**config.mk**
```make
export PLATFORM = sky130hd
export DESIGN_NAME = uart_rx
export DESIGN_NICKNAME = d
export VERILOG_FILES = /design/src/rtl/uart_rx.sv
export SDC_FILE = /design/constraint.sdc
export NUM_CORES = 1
export LEC_CHECK = 0
export CAP_MARGIN = 20
export CELL_PAD_IN_SITES_DETAIL_PLACEMENT = 1
export CELL_PAD_IN_SITES_GLOBAL_PLACEMENT = 1
export CORE_ASPECT_RATIO = 0.9
export CORE_MARGIN = 2
export CORE_UTILIZATION = 46
export DETAILED_ROUTE_END_ITERATION = 8
export GPL_ROUTABILITY_DRIVEN = 1
export PLACE_DENSITY = 0.88
export SLEW_MARGIN = 10
export SYNTH_ARGS = -nofsm -noshare
export SYNTH_HDL_FRONTEND = slang
export SYNTH_SLANG_ARGS = --single-unit
```
**constraint.sdc**
```tcl
create_clock -name i_clock -period 2.4 [get_ports i_clock]
set_input_delay 0.48 -clock i_clock [delete_from_list [all_inputs] [get_ports i_clock]]
set_output_delay 0.48 -clock i_clock [all_outputs]
set_load 0.05 [all_outputs]
```
**src/rtl/uart_rx.sv**
```systemverilog
// uart_rx: 8N1 LSB-first UART receiver; in i_clock/i_reset_n/i_rx_serial, out o_rx_dv/o_rx_byte/o_rx_frame_err/o_rx_active
module uart_rx #(
  parameter int CLKS_PER_BIT = 8700
) (
  input  logic       i_clock,
  input  logic       i_reset_n,
  input  logic       i_rx_serial,
  output logic       o_rx_dv,
  output logic [7:0] o_rx_byte,
  output logic       o_rx_frame_err,
  output logic       o_rx_active
);
  localparam int CW = $clog2(CLKS_PER_BIT);
  localparam logic [CW-1:0] LAST = CW'(CLKS_PER_BIT - 1);
  localparam logic [CW-1:0] HALF = CW'((CLKS_PER_BIT - 1) / 2);
  typedef enum logic [2:0] {IDLE, START, DATA, STOP, CLEANUP, BRK} state_t;
  state_t state, state_n;
  logic [CW-1:0] count, count_n;
  logic [2:0] idx, idx_n;
  logic [7:0] shift_reg, shift_n, byte_n;
  logic dv_n, err_n, active_n, rx_m, rx_s;
  always_ff @(posedge i_clock or negedge i_reset_n)
    if (!i_reset_n) begin
      state <= IDLE;
      count <= '0;
      idx <= '0;
      shift_reg <= '0;
      o_rx_byte <= '0;
      o_rx_dv <= 1'b0;
      o_rx_frame_err <= 1'b0;
      o_rx_active <= 1'b0;
      rx_m <= 1'b1;
      rx_s <= 1'b1;
    end else begin
      state <= state_n;
      count <= count_n;
      idx <= idx_n;
      shift_reg <= shift_n;
      o_rx_byte <= byte_n;
      o_rx_dv <= dv_n;
      o_rx_frame_err <= err_n;
      o_rx_active <= active_n;
      rx_m <= i_rx_serial;
      rx_s <= rx_m;
    end
  always_comb begin
    state_n = IDLE;
    count_n = '0;
    idx_n = idx;
    shift_n = shift_reg;
    byte_n = o_rx_byte;
    dv_n = 1'b0;
    err_n = 1'b0;
    active_n = o_rx_active;
    case (state)
      IDLE: begin
        idx_n = '0;
        state_n = rx_s ? IDLE : START;
      end
      START: begin
        count_n = count + CW'(1);
        state_n = START;
        if (count == HALF) begin
          count_n = '0;
          active_n = !rx_s;
          state_n = rx_s ? IDLE : DATA;
        end
      end
      DATA: begin
        count_n = count + CW'(1);
        state_n = DATA;
        if (count == LAST) begin
          count_n = '0;
          shift_n[idx] = rx_s;
          idx_n = idx + 3'd1;
          state_n = (idx == 3'd7) ? STOP : DATA;
        end
      end
      STOP: begin
        count_n = count + CW'(1);
        state_n = STOP;
        if (count == LAST) begin
          count_n = '0;
          active_n = 1'b0;
          dv_n = rx_s;
          err_n = !rx_s;
          byte_n = rx_s ? shift_reg : o_rx_byte;
          state_n = rx_s ? CLEANUP : BRK;
        end
      end
      CLEANUP: state_n = IDLE;
      BRK: state_n = rx_s ? IDLE : BRK;
      default: state_n = IDLE;
    endcase
  end
endmodule
```
Word-level counts from Yosys, hierarchy flattened. Index checks and enable logic that the tools add are counted.

Add/sub/neg operators: 2. $lt $le $gt $ge: 2. Equal/unequal tests: 10. Multiplexer cells: 24. Reduce and logical (&&, ||, !) cells: 10.

Operators with widths (count): $mux 14 (2); $pmux 14 s2 (1); $pmux 3 s5 (1); $add 14x1->14 const B (1); $eq 14x13->1 const B (1); $eq 14x14->1 const B (1); $mux 1 (11); $mux 3 (3); $bwmux 8 (1); $eq 3x2->1 const B (2); $eq 3x3->1 const B (2); $ne 2x2->1 const B (3); $pmux 3 s2 (1); $reduce_and 3->1 (2); $lt 3x4->1 const B (1); $mux 2 (2); $reduce_and 2->1 (2); $reduce_bool 2->1 (2); $add 3x1->3 const B (1); $demux 1 s3 (1); $eq 3x1->1 const B (1); $ge 3x1->1 const B (1); $logic_not 3->1 (1); $pmux 1 s2 (1); 3 further kinds (3).

Flip-flop bits (word level): 41. Word-level logic and storage cells: 58.

Longest topological paths before layout.
Depth in word-level cells: 5. Gate-level depth with buffers: 7. Mapped depth without buffers: 6.

Least setup slack after synthesis. OpenSTA, ideal clock, no wires.

Path kind: register to register. Start point: reg count[9]. End point: reg shift_reg[6]. Setup time: 0.127 ns. Arrival time: 2.112 ns. Required time: 2.273 ns. Setup slack: 0.161 ns. Stages on the path, launching flop included: 5. Buffers on the path: 0. Period minus slack after synthesis: 2.239 ns. Path through: dfrtp_1 or3_4 or4_4 or4_1 mux2_1.

Word-level cells in the longest chain between the ends: 2.

RTL lines: start, declared (RTL line 18) `logic [CW-1:0] count, count_n;`; start signal, assigned (RTL line 36) `count <= count_n;`; $eq 14x14->1 (RTL line 72) `if (count == LAST) begin`; $reduce_and 2->1 (no line); end signal, assigned (RTL line 38) `shift_reg <= shift_n;`; end, declared (RTL line 20) `logic [7:0] shift_reg, shift_n, byte_n;`.

Every way passes these cells. A chain may end at the register's enable or synchronous reset.

Worst setup path after layout.
Start point: reg count[11]. End point: reg shift_reg[2].

Same word-level chain as after synthesis.

==> impl_metrics.py <==
metrics = {
    "status": {
        "outcome": "finished clean",
    },
    "worst_setup_path": {
        "path_delay_family": "simple AND/OR/NAND/NOR gates",
        "worst_r2r_endpoint": "shift_reg[2]$_DFFE_PN0P_",
        "criticalPathCategory": "reg -> reg",
        "r2r.worst_path.cells": 5,
        "worst_ep_required_time_ns": 2.59,
        "reg2reg_slack_ns": 0.07,
        "timing.critical_path.from": "count[11]$_DFF_PN0_",
        "slowest_delay_ns": 0.58,
        "critical_path.n_buffers_inverters": 1,
        "crit_slowest_cell": "sky130_fd_sc_hd__or4_4",
        "path_max_fanout": 8,
        "timing.rr.start": "count[11]$_DFF_PN0_",
        "end_kind": "flop",
        "cp_cell_sequence": "or3_4, or4_4, buf_4, nor4_1, mux2_2",
        "cp.depth": 5,
        "critical_path.startpoint_type": "flop",
        "setup.worst_path.end": "shift_reg[2]$_DFFE_PN0P_",
        "worstPathArrival_ns": 2.52,
    },
    "synthesis": {
        "synth.ff_latch_count": 41,
        "synthesized_instance_count": 174,
        "synth.cells.most_frequent": "sky130_fd_sc_hd__dfrtp_1, sky130_fd_sc_hd__nand3_1, sky130_fd_sc_hd__mux2_2",
        "async_reset_ff_share_pct": 100.0,
        "most_common_cell_in_the_synthesized_netlist": "sky130_fd_sc_hd__dfrtp_1",
        "seq_area_frac_synth_pct": 52.96,
        "synthDistinctLibCells": 40,
        "ys.warnings.count": 0,
        "synthesis.area_per_instance_um2": 11.16,
        "post_synth_instance_area_um2": 1942,
        "synth_top_flop_cell": "sky130_fd_sc_hd__dfrtp_1",
        "synth_edf_count": 0,
        "yosys.area.top_type": "sky130_fd_sc_hd__dfrtp_1",
        "synthesis.nets": 181,
        "yosysTopAreaCellShare_pct": 50.26,
        "biggest_area_contributors_in_the_synthesized_netlist": "sky130_fd_sc_hd__dfrtp_1, sky130_fd_sc_hd__mux2_2, sky130_fd_sc_hd__xnor2_1",
    },
    "sta": {
        "setup_violations": 0,
        "rsz0062_at_grt": "true",
        "achievable-frequency_mhz": 429.1,
        "finalSetupTns_ns": 0,
        "maxSlewViolCount": 0,
        "worst_slew_margin_rel_pct": 39.04,
        "worst_clock_skew_ns": 0.004168,
        "worst_slack_on_hold_paths_ns": 0.3034,
        "period_minus_slack_ns": 2.331,
        "hold_violations": 0,
        "max_slew.worst_pin.slew_ns": 0.9144,
        "post-route-worst-setup-slack_ns": 0.06948,
        "timing.final.crit_share_pct": 97.10,
    },
    "finish": {
        "layout.nets": 201,
        "layout.cell_area.non_filler_um2": 2253,
        "antennaDiodeCount": 0,
        "final-instance-count-excl-fill": 243,
        "flow.area_growth_from_synthesis_pct": 16.04,
        "max_reg_flops": 14,
        "layout-drive-gt1-share_pct": 20.00,
    },
    "cts": {
        "cts.htree.levels": 2,
        "cts_tree": "built",
        "postCtsSetupRepairBufs": 0,
        "worstSkewPairLatency_ns": 0.30,
        "cts_hold_buffers": 0,
        "postCtsResizedCells": 0,
        "clk_pin_slew_ns": 0.08,
        "cts-buffers-inserted": 5,
        "max-clock-path-buffers": 2,
        "cts_root_buffer": "sky130_fd_sc_hd__clkbuf_8",
        "clock_sinks": 41,
    },
    "routing": {
        "remaining_drc_errors": 0,
        "routed-via-count": 1473,
        "drt_wl_total_um": 4729,
        "wl_per_cell_um": 19.46,
        "final_antenna_net_count": 0,
        "vias_per_cell": 6.062,
        "drt-pass1-iter-count": 4,
        "initialDrtViolationCount": 118,
    },
    "floorplanning": {
        "die_width_um": 72.49,
        "start_util_pct": 47.67,
        "placement_rows": 22,
        "placeableCoreArea_um2": 4074,
        "boundaryPins": 14,
        "die_y_um": 65.64,
        "die_area_um2": 4758,
    },
    "run": {
        "max_capacitance_violation_count": 0,
    },
    "placement": {
        "dp_slack_ns": 0.07166,
        "post-place-cells": 235,
        "dp_hpwl_um": 3272,
        "port-buffer-count": 13,
        "placed_area_um2": 2165,
        "globalplace.congestion": 0.8105,
    },
    "global_routing": {
        "gr-total-overflow": 0,
        "globalRouteTotalUtil_pct": 23.34,
        "grt_start_max_net_pins": 42,
        "grt_antenna_before_repair": 0,
        "grt_pass1_vias": 1607,
        "global_route_wire_length_before_repair_um": 8252,
    },
    "power_and_ir_drop": {
        "maximum_resistive_drop_on_vdd_uv": 391.2,
        "power.density_cell_area_nw_per_um2": 516.5,
        "power.static_leakage_nw": 0.9811,
    },
    "worst_hold_path": {
        "hp-class": "in -> async",
    },
}
## how the worst min path moves through the flow
stage / end / slack [ns]
5_1_grt: state[0]$_DFF_PN0_ / 0.37
4_1_cts: state[1]$_DFF_PN0_ / 0.34
3_5_place_dp: rx_s$_DFF_PN1_ / 0.36
6_report: count[8]$_DFF_PN0_ / 0.30
3_3_place_gp: rx_s$_DFF_PN1_ / 0.35
2_1_floorplan: count[0]$_DFF_PN0_ / 0.18
## cell families (layout without fill, tap and decap cells)
group                      count (synthesis)  count (layout)  share of synthesized area (%)
and+or+nand+nor                           62              62                          19.20
buffers and inverters                     13              34                          2.577
adders and majority gates                  4               4                          2.577
muxes                                     16              16                          9.278
DFF                                       41              41                          52.96
xor gates and xnor gates                  13              13                          5.863
AOI/OAI and AO/OA                         25              25                          7.539
## placed cells by master (no fill, tap or decap), types with 3 or more instances in the layout
cell	count
sky130_fd_sc_hd__a21oi_1	14
sky130_fd_sc_hd__buf_4	6
sky130_fd_sc_hd__clkbuf_8	5
sky130_fd_sc_hd__clkdlybuf4s50_1	12
sky130_fd_sc_hd__dfrtp_1	39
sky130_fd_sc_hd__ha_1	3
sky130_fd_sc_hd__inv_1	6
sky130_fd_sc_hd__mux2_2	15
sky130_fd_sc_hd__nand2_1	7
sky130_fd_sc_hd__nand3_1	17
sky130_fd_sc_hd__nor2_1	7
sky130_fd_sc_hd__nor3_1	6
sky130_fd_sc_hd__nor4_1	4
sky130_fd_sc_hd__o211ai_1	3
sky130_fd_sc_hd__xnor2_1	12
## per-stage QoR
step | total power, W | util [%]
2_1_floorplan | 0.0007111 | -
3_3_place_gp | 0.0007272 | 53.13
3_5_place_dp | 0.0007286 | 53.13
4_1_cts | 0.001174 | 55.25
5_1_grt | 0.001204 | 55.31
6_report | 0.001164 | 55.31
## cell type report
type,count,area (um2)
Timing Repair Buffer,20,190.2
Clock buffer,5,68.82
Multi-Input combinational cell,120,865.8
Inverter,6,22.52
Tap cell,48,60.06
Sequential cell,41,1028
Fill cell,459,1821
Clock inverter,3,17.52
## power by group
group          leakage, nW  switching, W  internal (W)
registers            0.551    0.00000348      0.000693
clock network       0.0439      0.000249      0.000201
logic                0.386     0.0000145    0.00000243
total                0.981      0.000267      0.000896
## layer usage
| layer | vias to the layer above | GRT usage (%) | part of all wire [%] |
|---|---|---|---|
| met5 | - | 0 | 0 |
| met4 | 0 | 11.11 | 2.2 |
| met3 | 9 | 3.988 | 2.4 |
| met2 | 25 | 37.73 | 50 |
| met1 | 766 | 30.53 | 45 |
| li1 | 673 | - | - |
(Power assumes the default switching activity.)
